==> config.mk <==
export PLATFORM = sky130hd
export DESIGN_NAME = mux_scan
export DESIGN_NICKNAME = d
export VERILOG_FILES = /design/src/rtl/mux_scan.sv
export SDC_FILE = /design/constraint.sdc
export NUM_CORES = 1
export LEC_CHECK = 0
export ABC_CLOCK_PERIOD_IN_PS = 1780
export CELL_PAD_IN_SITES_DETAIL_PLACEMENT = 1
export CELL_PAD_IN_SITES_GLOBAL_PLACEMENT = 2
export CORE_MARGIN = 2
export CORE_UTILIZATION = 30
export CTS_BUF_LIST = sky130_fd_sc_hd__clkbuf_4 sky130_fd_sc_hd__clkbuf_8
export DETAILED_ROUTE_END_ITERATION = 10
export PLACE_DENSITY_LB_ADDON = 0.1
export SYNTH_ARGS = -nofsm -noshare
export SYNTH_HDL_FRONTEND = slang
export SYNTH_SLANG_ARGS = --single-unit
==> constraint.sdc <==
create_clock -name clk -period 1.78 [get_ports clk]
set_input_delay 0.534 -clock clk [delete_from_list [all_inputs] [get_ports clk]]
set_output_delay 0.534 -clock clk [all_outputs]
set_load 0.05 [all_outputs]
==> src/rtl/mux_scan.sv <==
// Registered N-to-1 channel mux with manual select and auto-scan (DWELL cycles per channel).
// Latency: one cycle from the sampling edge to y/ch/valid/wrap; no combinational input-to-output path.
// Backpressure: none; a new sample is presented every enabled cycle and valid marks legitimate samples.
//
// Ports:
//   clk, rst_n : clock and asynchronous active-low reset
//   x          : N*W packed channel data, channel k at x[k*W +: W]
//   c          : manual channel select
//   mode       : 0 = manual, 1 = auto-scan
//   en         : block enable; when low, y/ch hold and valid drops
//   y, ch      : registered sample and the channel it came from
//   valid      : y/ch carry a legitimate sample
//   wrap       : pulses on the final sample of channel N-1 while scanning
module mux_scan #(
    parameter int W     = 1,
    parameter int N     = 4,
    parameter int DWELL = 4,
    localparam int SW   = (N > 2) ? $clog2(N) : 1,
    localparam int DW   = (DWELL > 2) ? $clog2(DWELL) : 1
) (
    input  logic            clk,
    input  logic            rst_n,
    input  logic [N*W-1:0]  x,
    input  logic [SW-1:0]   c,
    input  logic            mode,
    input  logic            en,
    output logic [W-1:0]    y,
    output logic [SW-1:0]   ch,
    output logic            valid,
    output logic            wrap
);

    typedef enum logic [1:0] {IDLE, MANUAL, SCAN} state_t;

    state_t          state_q, state_d;
    logic [W-1:0]    y_q, y_d;
    logic [SW-1:0]   ch_q, ch_d;
    logic [SW-1:0]   p_q, p_d;
    logic [DW-1:0]   d_q, d_d;
    logic            valid_q, valid_d;
    logic            wrap_q, wrap_d;

    logic [W-1:0]    x_at_c, x_at_p;
    logic            c_in_range;
    logic [SW-1:0]   scan_p;
    logic [DW-1:0]   scan_d;
    logic            last_dwell, last_chan;

    // Scan position only carries over while already scanning; any other
    // entry into SCAN starts from channel 0 with a fresh dwell.
    assign scan_p     = (state_q == SCAN) ? p_q : '0;
    assign scan_d     = (state_q == SCAN) ? d_q : '0;
    assign last_dwell = (scan_d == DW'(DWELL - 1));
    assign last_chan  = (scan_p == SW'(N - 1));

    // Explicit match loop instead of a variable part-select, so an
    // out-of-range select (N not a power of two) never indexes past x.
    always_comb begin
        x_at_c     = '0;
        x_at_p     = '0;
        c_in_range = 1'b0;
        for (int k = 0; k < N; k++) begin
            if (c == SW'(k)) begin
                x_at_c     = x[k*W +: W];
                c_in_range = 1'b1;
            end
            if (scan_p == SW'(k)) begin
                x_at_p = x[k*W +: W];
            end
        end
    end

    always_comb begin
        state_d = IDLE;
        y_d     = y_q;
        ch_d    = ch_q;
        valid_d = 1'b0;
        wrap_d  = 1'b0;
        p_d     = '0;
        d_d     = '0;

        if (en) begin
            state_d = mode ? SCAN : MANUAL;
        end

        case (state_d)
            MANUAL: begin
                ch_d    = c;
                y_d     = c_in_range ? x_at_c : '0;
                valid_d = c_in_range;
            end
            SCAN: begin
                y_d     = x_at_p;
                ch_d    = scan_p;
                valid_d = 1'b1;
                wrap_d  = last_chan && last_dwell;
                if (last_dwell) begin
                    d_d = '0;
                    p_d = last_chan ? '0 : scan_p + SW'(1);
                end else begin
                    d_d = scan_d + DW'(1);
                    p_d = scan_p;
                end
            end
            default: begin
                // IDLE: y/ch hold, everything else already cleared.
            end
        endcase
    end

    always_ff @(posedge clk or negedge rst_n) begin
        if (!rst_n) begin
            state_q <= IDLE;
            y_q     <= '0;
            ch_q    <= '0;
            valid_q <= 1'b0;
            wrap_q  <= 1'b0;
            p_q     <= '0;
            d_q     <= '0;
        end else begin
            state_q <= state_d;
            y_q     <= y_d;
            ch_q    <= ch_d;
            valid_q <= valid_d;
            wrap_q  <= wrap_d;
            p_q     <= p_d;
            d_q     <= d_d;
        end
    end

    assign y     = y_q;
    assign ch    = ch_q;
    assign valid = valid_q;
    assign wrap  = wrap_q;

endmodule
==> impl_metrics.env <==
export IMPL_wl_per_cell_um=12.77
export IMPL_synth_distinct_cells=18
export IMPL_finalCritPeriodShare_pct=94.45
export IMPL_placed_cells=94
export IMPL_synthSimpleGateAreaFrac_pct=15.75
export IMPL_nets=89
export IMPL_final_setup_skew_ps=2.111
export IMPL_cts_sinks=11
export IMPL_synthXorXnorAreaFrac_pct=1.598
export IMPL_cp_endpoint="y"
export IMPL_grt_ovfl_total=0
export IMPL_pin_count=15
export IMPL_layout_common_cells="dfrtp_1, buf_4, clkdlybuf4s50_1"
export IMPL_antenna_left=0
export IMPL_viasPerCell=4.582
export IMPL_grt_setup_unrepaired="no"
export IMPL_htree_levels=1
export IMPL_relSlewSlack_pct=67.13
export IMPL_area_growth_pct=49.09
export IMPL_cts_setup_buffers=0
export IMPL_fp_row_count=15
export IMPL_crit_start="state_q[0]"
export IMPL_startpoint_type="flip-flop"
export IMPL_synth_net_count=65
export IMPL_yosys_area_share_adder_pct=11.42
export IMPL_clkTransAtPathRegs_ps=70
export IMPL_antenna_found_initial=0
export IMPL_slew_viol_final=0
export IMPL_grt_usage_pct=14.23
export IMPL_synth_area_mux_share_pct=9.589
export IMPL_p_total_mw=0.5714
export IMPL_fp_coreArea_mm2=0.001727
export IMPL_ir_drop_mv=0.2378
export IMPL_p_seq_share_pct=47.1
export IMPL_leakagePower_nw=0.4115
export IMPL_drtIter0Drc=3
export IMPL_synth_top_family_by_area="simple AND/OR/NAND/NOR gates"
export IMPL_p_clk_share_pct=31.8
export IMPL_finalHoldViolCount=0
export IMPL_worstPathRequired_ps=1920
export IMPL_syn_inst=50
export IMPL_ff2ff_setup_slack_ps=100
export IMPL_avgSynthCellArea_um2=10.96
export IMPL_clk_path_buf_depth=2
export IMPL_p_switching_mw=0.1478
export IMPL_grt_pass1_wl_um=2097
export IMPL_hold_path_class="flip-flop to flip-flop"
export IMPL_cp_arrival_ps=1820
export IMPL_path_max_fanout=3
export IMPL_synth_seq_cells=11
export IMPL_synth_compound_area_share_pct=7.078
export IMPL_outcome="completed"
export IMPL_diodes=0
export IMPL_tritoncts="built"
export IMPL_layout_min_cycle_time_ps=1681
export IMPL_die_area_mm2=0.002185
export IMPL_grt_max_degree=12
export IMPL_r2r_cells=7
export IMPL_sw_frac_of_total_pct=25.86
export IMPL_first_pass_iters=3
export IMPL_synth_area_um2=548.0
export IMPL_layout_drive_gt1_share_pct=27.40
export IMPL_worstSkewPairLatency_ps=260
export IMPL_crit_path_end_kind="flip-flop"
export IMPL_finalNonFillerCells=98
export IMPL_globalplace_congestion=0.6899
export IMPL_reg2reg_from="state_q[0]"
export IMPL_p_int_mw=0.4236
export IMPL_portBuffers=14
export IMPL_hold_buffers=0
export IMPL_start_util_pct=31.74
export IMPL_cts_buffers=3
export IMPL_fmax_mhz=594.8
export IMPL_hpwl_um=1022
export IMPL_hold_worst_slack_ps=542.3
export IMPL_critPathKind="flip-flop to flip-flop"
export IMPL_yosysWarnings=0
export IMPL_setup_tns_final_ps=0
export IMPL_power_density_mw_per_mm2=699.3
export IMPL_max_cap_violations=0
export IMPL_die_w_um=46.74
export IMPL_tightest_slew_ps=491.5
export IMPL_routed_wl_um=1251
export IMPL_final_common_cell="dfrtp_1"
export IMPL_die_h_um=46.74
export IMPL_grt_pass1_vias=503
export IMPL_vias=449
export IMPL_hp_start="d_q[0]"
export IMPL_pwr_share_comb_pct=21.1
export IMPL_ctsRootBufferMaster="clkbuf_4"
export IMPL_drc=0
export IMPL_yosysSeqAreaShare_pct=50.23
export IMPL_setup_viol=0
export IMPL_reg2reg_to="y"
==> synth_stat cells <==
library cell   n  area, um2
inv_1          4      15.01
a221o_1        1      10.01
nor2b_1        3      18.77
xnor2_1        1      8.760
mux4_2         1      22.52
nor2_1         6      22.52
ha_1           5      62.56
a21oi_1        3      15.01
and3b_1        1      8.760
and3_1         2      12.51
mux2i_1        3      30.03
dfrtp_1       11      275.3
and2_1         2      12.51
clkbuf_2       1      5.000
clkbuf_1       1      3.750
o21ai_1        1      5.000
nand2_1        3      11.26
a2111oi_0      1      8.760
==> metal layers <==
| layer | GRT usage [%] | routed length, um |
|---|---|---|
| met5 | 0 | 0 |
| met4 | 6.667 | 8 |
| met3 | 4.615 | 63 |
| met2 | 23.06 | 610 |
| met1 | 17.22 | 569 |
==> state kept, by name (all words and copies together), names as in the netlist <==
| register | count |
|---|---|
| ch | 2 |
| d_q | 2 |
| p_q | 2 |
| state_q | 2 |
| valid | 1 |
| wrap | 1 |
| y | 1 |
==> repair_timing <==
item                                    in CTS  in global routing
gates resized for setup                      2                  2
cloned                                       0                  0
endpoints found under the hold margin        0                  0
endpoints found under the setup margin       1                  1
pin swaps                                    0                  0
==> metrics by stage <==
step	util (%)	worst slack [ps]	instance area, um2
2_1_floorplan	-	166.6	548.0
3_3_place_gp	44.93	-100.8	775.7
3_5_place_dp	44.93	-123.1	775.7
4_1_cts	46.88	35.44	809.5
5_1_grt	47.32	3.938	817.0
6_report	47.32	98.78	817.0
==> critical path, stage by stage, from the launching register on <==
cell,delay [ps]
dfrtp_1,380
nor2b_2,170
nand2_1,120
inv_1,90
ha_1,190
and3b_1,190
a2111oi_2,300
o21ai_1,110
==> how the worst min path moves through the flow <==
stage	end	slack [ps]	cells after the start
floorplan	ch[0]	240	0
CTS	d_q[0]	550	2
finish	d_q[0]	540	2
global placement	d_q[0]	530	2
detailed placement	d_q[0]	540	2
global route	d_q[0]	600	2
==> kinds of logic (layout without fill, tap and decap cells) <==
family	Yosys count	count (layout)
flip-flops	11	11
buffers and inverters	6	29
AND/OR/NAND/NOR	17	17
multiplexers	4	4
XOR/XNOR	1	1
adder cells (fa/ha/maj)	5	5
AO/OA/AOI/OAI	6	6
==> power by group through the flow <==
stage	sequential (mW)	combinational [mW]	clock (mW)
floorplan	0.300	0.0250	0
global placement	0.273	0.119	0
detailed placement	0.274	0.120	0
CTS	0.269	0.121	0.190
global route	0.270	0.129	0.200
finish	0.269	0.121	0.182
==> layout make-up <==
cell class / instances / area [um2]
clock buffer: 4 / 30.03
fill: 207 / 909.6
inverter: 4 / 15.01
multi-input combinational: 33 / 260.3
sequential: 11 / 275.3
tap: 25 / 31.28
timing repair buffer: 21 / 205.2
Note: power is estimated with default switching activity, not from simulation.
